<file path="config.mk">
export PLATFORM = sky130hd
export DESIGN_NAME = mul_div_unit_flat
export DESIGN_NICKNAME = d
export VERILOG_FILES = /design/src/rtl/mul_div_unit_if.sv /design/src/rtl/mul_div_unit.sv /design/src/flat_wrapper.sv
export SDC_FILE = /design/constraint.sdc
export NUM_CORES = 1
export LEC_CHECK = 0
export ABC_AREA = 1
export CAP_MARGIN = 10
export CORE_UTILIZATION = 55
export DETAILED_ROUTE_END_ITERATION = 10
export PLACE_DENSITY = 0.81
export SETUP_SLACK_MARGIN = 0.3
export SYNTH_ARGS = -nofsm -noshare
export SYNTH_HDL_FRONTEND = slang
export SYNTH_SLANG_ARGS = --single-unit
export TNS_END_PERCENT = 30
</file>
<file path="constraint.sdc">
create_clock -name clk_i -period 4.1 [get_ports clk_i]
set_input_delay 0.82 -clock clk_i [delete_from_list [all_inputs] [get_ports clk_i]]
set_output_delay 0.82 -clock clk_i [all_outputs]
set_load 0.05 [all_outputs]
</file>
<file path="src/rtl/mul_div_unit_if.sv">
`default_nettype none
// ============================================================================
//  Module   : mul_div_unit_if
//  Purpose  : Request/result bundle between a requester and mul_div_unit.
//             The master drives the operation; the slave returns status/results.
//  Revision : 1.0  initial release
// ============================================================================
interface mul_div_unit_if #(
  parameter int WIDTH = 32
);
  logic             start_i;
  logic [1:0]       op_i;
  logic [WIDTH-1:0] src1_i;
  logic [WIDTH-1:0] src2_i;
  logic             busy_o;
  logic             done_o;
  logic [WIDTH-1:0] hi_o;
  logic [WIDTH-1:0] lo_o;
  logic             div_zero_o;

  modport master (
    output start_i, op_i, src1_i, src2_i,
    input  busy_o, done_o, hi_o, lo_o, div_zero_o
  );

  modport slave (
    input  start_i, op_i, src1_i, src2_i,
    output busy_o, done_o, hi_o, lo_o, div_zero_o
  );
endinterface
`default_nettype wire

</file>
<file path="src/rtl/mul_div_unit.sv">
`default_nettype none
// ============================================================================
//  Module   : mul_div_unit
//  Purpose  : Iterative 32-bit multiply / divide (signed and unsigned).
//             Shift-add multiply and restoring divide on operand magnitudes,
//             one step per cycle, sign fix-up applied on the final step.
//  Revision : 1.0  initial release
// ============================================================================
module mul_div_unit #(
  parameter int WIDTH = 32
) (
  input  wire logic     clk_i,
  input  wire logic     rst_i,
  mul_div_unit_if.slave bus
);

  localparam logic [1:0] c_IDLE      = 2'd0;
  localparam logic [1:0] c_CALC      = 2'd1;
  localparam logic [1:0] c_DONE      = 2'd2;
  localparam logic [5:0] c_LAST_ITER = 6'(WIDTH - 1);

  logic [1:0]       r_state;
  logic [5:0]       r_cnt;
  logic             r_div;
  logic             r_neg_res;
  logic             r_neg_rem;
  logic [WIDTH-1:0] r_src1;
  logic [WIDTH-1:0] r_b;
  logic [WIDTH-1:0] r_acc_hi;
  logic [WIDTH-1:0] r_acc_lo;
  logic [WIDTH-1:0] r_hi;
  logic [WIDTH-1:0] r_lo;
  logic             r_dz;

  // Operand signs and magnitudes (signs only matter for signed ops)
  logic             w_a_neg;
  logic             w_b_neg;
  logic [WIDTH-1:0] w_a_mag;
  logic [WIDTH-1:0] w_b_mag;

  assign w_a_neg = bus.op_i[0] & bus.src1_i[WIDTH-1];
  assign w_b_neg = bus.op_i[0] & bus.src2_i[WIDTH-1];
  assign w_a_mag = w_a_neg ? -bus.src1_i : bus.src1_i;
  assign w_b_mag = w_b_neg ? -bus.src2_i : bus.src2_i;

  // Multiply step: conditionally add multiplicand to the upper half, shift right
  logic [WIDTH:0]   w_madd;
  logic [WIDTH-1:0] w_mul_hi;
  logic [WIDTH-1:0] w_mul_lo;

  assign w_madd   = {1'b0, r_acc_hi} + (r_acc_lo[0] ? {1'b0, r_b} : '0);
  assign w_mul_hi = w_madd[WIDTH:1];
  assign w_mul_lo = {w_madd[0], r_acc_lo[WIDTH-1:1]};

  // Divide step: shift remainder left taking next dividend bit, trial subtract.
  // The top bit of the trial difference is set exactly when it would go negative.
  logic [WIDTH:0]   w_dshift;
  logic [WIDTH:0]   w_dsub;
  logic             w_dge;
  logic [WIDTH-1:0] w_div_hi;
  logic [WIDTH-1:0] w_div_lo;

  assign w_dshift = {r_acc_hi, r_acc_lo[WIDTH-1]};
  assign w_dsub   = w_dshift - {1'b0, r_b};
  assign w_dge    = ~w_dsub[WIDTH];
  assign w_div_hi = w_dge ? w_dsub[WIDTH-1:0] : w_dshift[WIDTH-1:0];
  assign w_div_lo = {r_acc_lo[WIDTH-2:0], w_dge};

  logic [WIDTH-1:0]   w_step_hi;
  logic [WIDTH-1:0]   w_step_lo;
  logic [2*WIDTH-1:0] w_prod;
  logic [2*WIDTH-1:0] w_prod_res;
  logic [WIDTH-1:0]   w_quot;
  logic [WIDTH-1:0]   w_rem;

  assign w_step_hi  = r_div ? w_div_hi : w_mul_hi;
  assign w_step_lo  = r_div ? w_div_lo : w_mul_lo;
  assign w_prod     = {w_step_hi, w_step_lo};
  assign w_prod_res = r_neg_res ? -w_prod : w_prod;
  // Quotient truncates toward zero; remainder follows the dividend sign
  assign w_quot     = r_neg_res ? -w_step_lo : w_step_lo;
  assign w_rem      = r_neg_rem ? -w_step_hi : w_step_hi;

  // Operand capture on acceptance, then one iteration per CALC cycle
  always_ff @(posedge clk_i) begin
    if (r_state == c_IDLE && bus.start_i) begin
      r_div     <= bus.op_i[1];
      r_neg_res <= w_a_neg ^ w_b_neg;
      r_neg_rem <= w_a_neg;
      r_src1    <= bus.src1_i;
      r_b       <= w_b_mag;
      r_acc_hi  <= '0;
      r_acc_lo  <= w_a_mag;
    end else if (r_state == c_CALC) begin
      r_acc_hi  <= w_step_hi;
      r_acc_lo  <= w_step_lo;
    end
  end

  // Control FSM and result registers; results only change on completion
  always_ff @(posedge clk_i) begin
    if (rst_i) begin
      r_state <= c_IDLE;
      r_cnt   <= '0;
      r_hi    <= '0;
      r_lo    <= '0;
      r_dz    <= 1'b0;
    end else begin
      case (r_state)
        c_IDLE: begin
          if (bus.start_i) begin
            r_cnt   <= '0;
            r_state <= c_CALC;
          end
        end
        c_CALC: begin
          if (r_div && r_b == '0) begin
            // Divide by zero completes on the first CALC cycle
            r_hi    <= r_src1;
            r_lo    <= '1;
            r_dz    <= 1'b1;
            r_state <= c_DONE;
          end else begin
            r_cnt <= r_cnt + 6'd1;
            if (r_cnt == c_LAST_ITER) begin
              r_dz    <= 1'b0;
              r_state <= c_DONE;
              if (r_div) begin
                r_hi <= w_rem;
                r_lo <= w_quot;
              end else begin
                r_hi <= w_prod_res[2*WIDTH-1:WIDTH];
                r_lo <= w_prod_res[WIDTH-1:0];
              end
            end
          end
        end
        c_DONE:  r_state <= c_IDLE;
        default: r_state <= c_IDLE;
      endcase
    end
  end

  assign bus.busy_o     = (r_state != c_IDLE);
  assign bus.done_o     = (r_state == c_DONE);
  assign bus.hi_o       = r_hi;
  assign bus.lo_o       = r_lo;
  assign bus.div_zero_o = r_dz;

endmodule
`default_nettype wire

</file>
<file path="src/flat_wrapper.sv">
// flat-port wrapper written by rule: the top's interface ports become plain ports
module mul_div_unit_flat 
#(
  parameter int WIDTH = 32
)
  (clk_i, rst_i, bus_start_i, bus_op_i, bus_src1_i, bus_src2_i, bus_busy_o, bus_done_o, bus_hi_o, bus_lo_o, bus_div_zero_o);
  mul_div_unit_if #(.WIDTH(WIDTH)) bus_i ();
  input  wire logic clk_i;
  input  wire logic rst_i;
  input wire logic [$bits(bus_i.start_i)-1:0] bus_start_i;
  input wire logic [$bits(bus_i.op_i)-1:0] bus_op_i;
  input wire logic [$bits(bus_i.src1_i)-1:0] bus_src1_i;
  input wire logic [$bits(bus_i.src2_i)-1:0] bus_src2_i;
  output wire logic [$bits(bus_i.busy_o)-1:0] bus_busy_o;
  output wire logic [$bits(bus_i.done_o)-1:0] bus_done_o;
  output wire logic [$bits(bus_i.hi_o)-1:0] bus_hi_o;
  output wire logic [$bits(bus_i.lo_o)-1:0] bus_lo_o;
  output wire logic [$bits(bus_i.div_zero_o)-1:0] bus_div_zero_o;
  assign bus_i.start_i = bus_start_i;
  assign bus_i.op_i = bus_op_i;
  assign bus_i.src1_i = bus_src1_i;
  assign bus_i.src2_i = bus_src2_i;
  assign bus_busy_o = bus_i.busy_o;
  assign bus_done_o = bus_i.done_o;
  assign bus_hi_o = bus_i.hi_o;
  assign bus_lo_o = bus_i.lo_o;
  assign bus_div_zero_o = bus_i.div_zero_o;
  mul_div_unit #(.WIDTH(WIDTH)) u_core (.clk_i(clk_i), .rst_i(rst_i), .bus(bus_i));
endmodule
</file>
==> key figures <==
Run status
  • Outcome: finished with violations
  • Failing checks: setup timing

Drt
  • DR WL/cell: 21.4 um
  • Via density: 5.97
  • DR WL met2: 31.0 mm
  • Router iterations before antenna repair: 6
  • Antenna viol nets, final: 0
  • Total number of vias: 20.4k
  • Top layer in use: met5
  • DRC: 0
  • Met3 WL post-DR: roughly 10 mm
  • DR iter-0 viols: about 2.8k
  • Final WL: 73.2 mm
  • WL met1: between 20 and 30 mm

Timing
  • Max-slew violation count: 0
  • Min Tclk post-route: 4.13 ns
  • Setup Total Neg Slack: -0.0355 ns
  • Tcrit/Tclk final: 101%
  • Slew margin rel.: 7.01%
  • Layout Skew: 0.0198 ns
  • Final hold violation count: 0
  • Final setup vio count: 2
  • Hold WS: between 0.4 and 0.5 ns
  • PnR worst setup slack: -0.0324 ns
  • RSZ-0062 raised after global routing: yes
  • Slew @ Worst Pin: 1.38 ns
  • Max Clock Freq: 242 MHz

Logic synthesis
  • Async SR Flop Fraction: 0%
  • Synth Register Bits: just over 200
  • EDFF count, synth: 99
  • Most common cell in the netlist: nand2_1
  • Mean post-synth cell area: 6.45 um^2
  • Top cells by area, synth: edfxtp_1, nand2_1, dfxtp_1
  • Yosys top cell by area: edfxtp_1
  • Synth warnings: 0
  • Cells after synthesis: between 2k and 3k
  • Distinct cells, synth: 57
  • Top cell type's share of synthesized area: between 10% and 20%
  • Commonest cells in the netlist: nand2_1, inv_1, nor2_1, nand3_1, o21ai_0
  • Post-synthesis sequential area ratio: 29.3%
  • Mapped Area: approximately 17,000 um^2
  • Prevailing post-synth register cell: dfxtp_1
  • Net count after synthesis: around 2.8k

Setup path
  • Crit path to: u_core.r_acc_lo[0]$_DFFE_PP_
  • Crit path kind: register to register
  • Worst-path fanout max: 2
  • Crit path launch: u_core.r_b[0]$_DFFE_PP_
  • Reg2Reg Setup Slack: -0.03 ns
  • R2r startpoint: u_core.r_b[0]$_DFFE_PP_
  • Crit path DAT: roughly 4.4 ns
  • Critical Path RT: 4.39 ns
  • R2R depth: 31
  • Most frequent CP cell: buf_4
  • Worst path max stage delay: 0.44 ns
  • Crit. End Element: register
  • Crit Reg-Reg Endpoint: u_core.r_acc_lo[0]$_DFFE_PP_
  • Crit start category: register
  • CP max stage cell: edfxtp_1

Floorplanning
  • Initial core utilization: between 50% and 60%
  • Die area: 32,200 um^2
  • Die Ht: 179 um
  • IO Pins: 136
  • Die width: between 150 and 200 um
  • Core area: 30,700 um^2
  • # rows: 64

Place
  • Final GP Congestion: 1.08
  • Pre-CTS setup slack: -0.0577 ns
  • Post-DP HPWL: 57.4 mm
  • Placed cell area: 20,200 um^2
  • Port-buffer cells: 135

GRT
  • Largest net degree at the start of global routing: 100
  • GRT Total Usage: 44.4%
  • First-pass GRT wire length: 110 mm
  • Grt ovf: 0
  • Initial antenna violation count: 5
  • Number of global-route vias before repair: between 15k and 20k

CTS
  • CTS Hold Bufs: 0
  • Max clock buf depth: 3
  • CTS sink cnt: approximately 200
  • Root Driver: clkbuf_16
  • H-tree levels: 1
  • Clk slew on worst S/H paths: 0.07 ns
  • Latest clock arrival within the worst-skew pair: approximately 0.56 ns
  • Clock buffer count from CTS: 23
  • CTS tree: done

Hold path
  • Hold Path Class: register to register
  • HP Start: u_core.bus.hi_o[1]$_SDFFE_PP0P_

Job
  • Max-cap check violation count: 0

Power and ir drop
  • Leak: between 10 and 15 nW
  • PwrDens: between 400 and 500 nW/um^2
  • Maximum vdd drop: 0.374 mV

Finish
  • Synth-to-Final Area Change: 25.1%
  • Final net count: between 3k and 4k
  • Share of layout cells above drive strength 1: between 10% and 20%
  • Design Area, Final: 21,700 um^2
## sequential cells by signal, indices dropped and copies added (netlist names)
signal                 count
u_core.bus.div_zero_o      1
u_core.bus.hi_o           32
u_core.bus.lo_o           32
u_core.r_acc_hi           32
u_core.r_acc_lo           32
u_core.r_b                32
u_core.r_cnt               6
u_core.r_div               1
u_core.r_neg_rem           1
u_core.r_neg_res           1
u_core.r_src1             32
u_core.r_state             2
## cells by family (layout without fill, tap and decap cells)
kind of cell	count (synthesis)	after routing	share of synthesized area (%)
AND/OR/NAND/NOR	1399	1399	35.5
buffers and inverters	489	815	11.2
AO/OA/AOI/OAI	434	434	14.3
flip-flops	204	204	29.3
XOR/XNOR	88	88	4.45
adder cells (fa/ha/maj)	71	71	5.22
other	0	5	0
## area by class of cell
cell class / count / area [um^2]
antenna: 5 / 12.5
clock buffer: 32 / 691
clock inverter: 10 / 98.8
fill: 2561 / 9090
inverter: 415 / 1570
multi-input combinational: 1992 / 10600
sequential: 204 / 5070
tap: 396 / 495
timing repair buffer: 358 / 3100
## layer usage
layer / track usage (%) / vias to the layer above
li1: - / 9367
met1: 59.0 / 9302
met2: 68.5 / 1422
met3: 10.8 / 277
met4: 19.1 / 6
met5: 1.48 / -
## placed cells by master, fill, tap and decap left out, types with 99 or more instances in the layout
cell type and count:
a21oi_1 123, nand3_1 195, nor2_1 210, clkdlybuf4s50_1 135, dfxtp_1 105, inv_1 386
nand2_1 744, edfxtp_1 99, buf_4 216, o21ai_0 175
## timing repair
| action | 4_1_cts | 5_1_grt |
|---|---|---|
| resized for setup | 23 | 55 |
| buffers inserted | 26 | 22 |
| pin swaps | 13 | 13 |
| endpoints found under the setup margin | 29 | 46 |
## worst min-delay path by stage
| stage | endpoint | slack [ns] | cells past startpoint |
|---|---|---|---|
| 2_1_floorplan | u_core.r_cnt[2]$_SDFFE_PP0P_ | 0.45 | 1 |
| 5_1_grt | u_core.bus.hi_o[1]$_SDFFE_PP0P_ | 0.49 | 2 |
| 4_1_cts | u_core.bus.hi_o[1]$_SDFFE_PP0P_ | 0.47 | 2 |
| 3_5_place_dp | u_core.bus.hi_o[1]$_SDFFE_PP0P_ | 0.46 | 2 |
| 6_report | u_core.bus.hi_o[1]$_SDFFE_PP0P_ | 0.47 | 2 |
| 3_3_place_gp | u_core.bus.hi_o[1]$_SDFFE_PP0P_ | 0.46 | 2 |
## report_power, final
| part | switching [W] | internal (W) | total [W] | leakage [nW] |
|---|---|---|---|---|
| sequential | 0.000207 | 0.00237 | 0.00257 | 1.82 |
| clock | 0.000940 | 0.00125 | 0.00219 | 0.394 |
| combinational | 0.00383 | 0.00210 | 0.00593 | 8.15 |
## critical path: cells and delay by family (launching register included)
kind,cells,cell delay [ns]
compound gates,1,0.07
flops,1,0.44
simple gates,12,0.83
buf+inv,16,1.94
fa+ha+maj,2,0.57
## stage by stage
stage          instances  util (%)  power (W)
3_3_place_gp        3317      65.6    0.00789
4_1_cts             3385      69.2     0.0103
3_5_place_dp        3317      65.6    0.00795
2_1_floorplan       2685         -    0.00582
6_report            3412      70.4     0.0107
5_1_grt             3408      70.4     0.0112
Power figures use the tool's default switching activity.
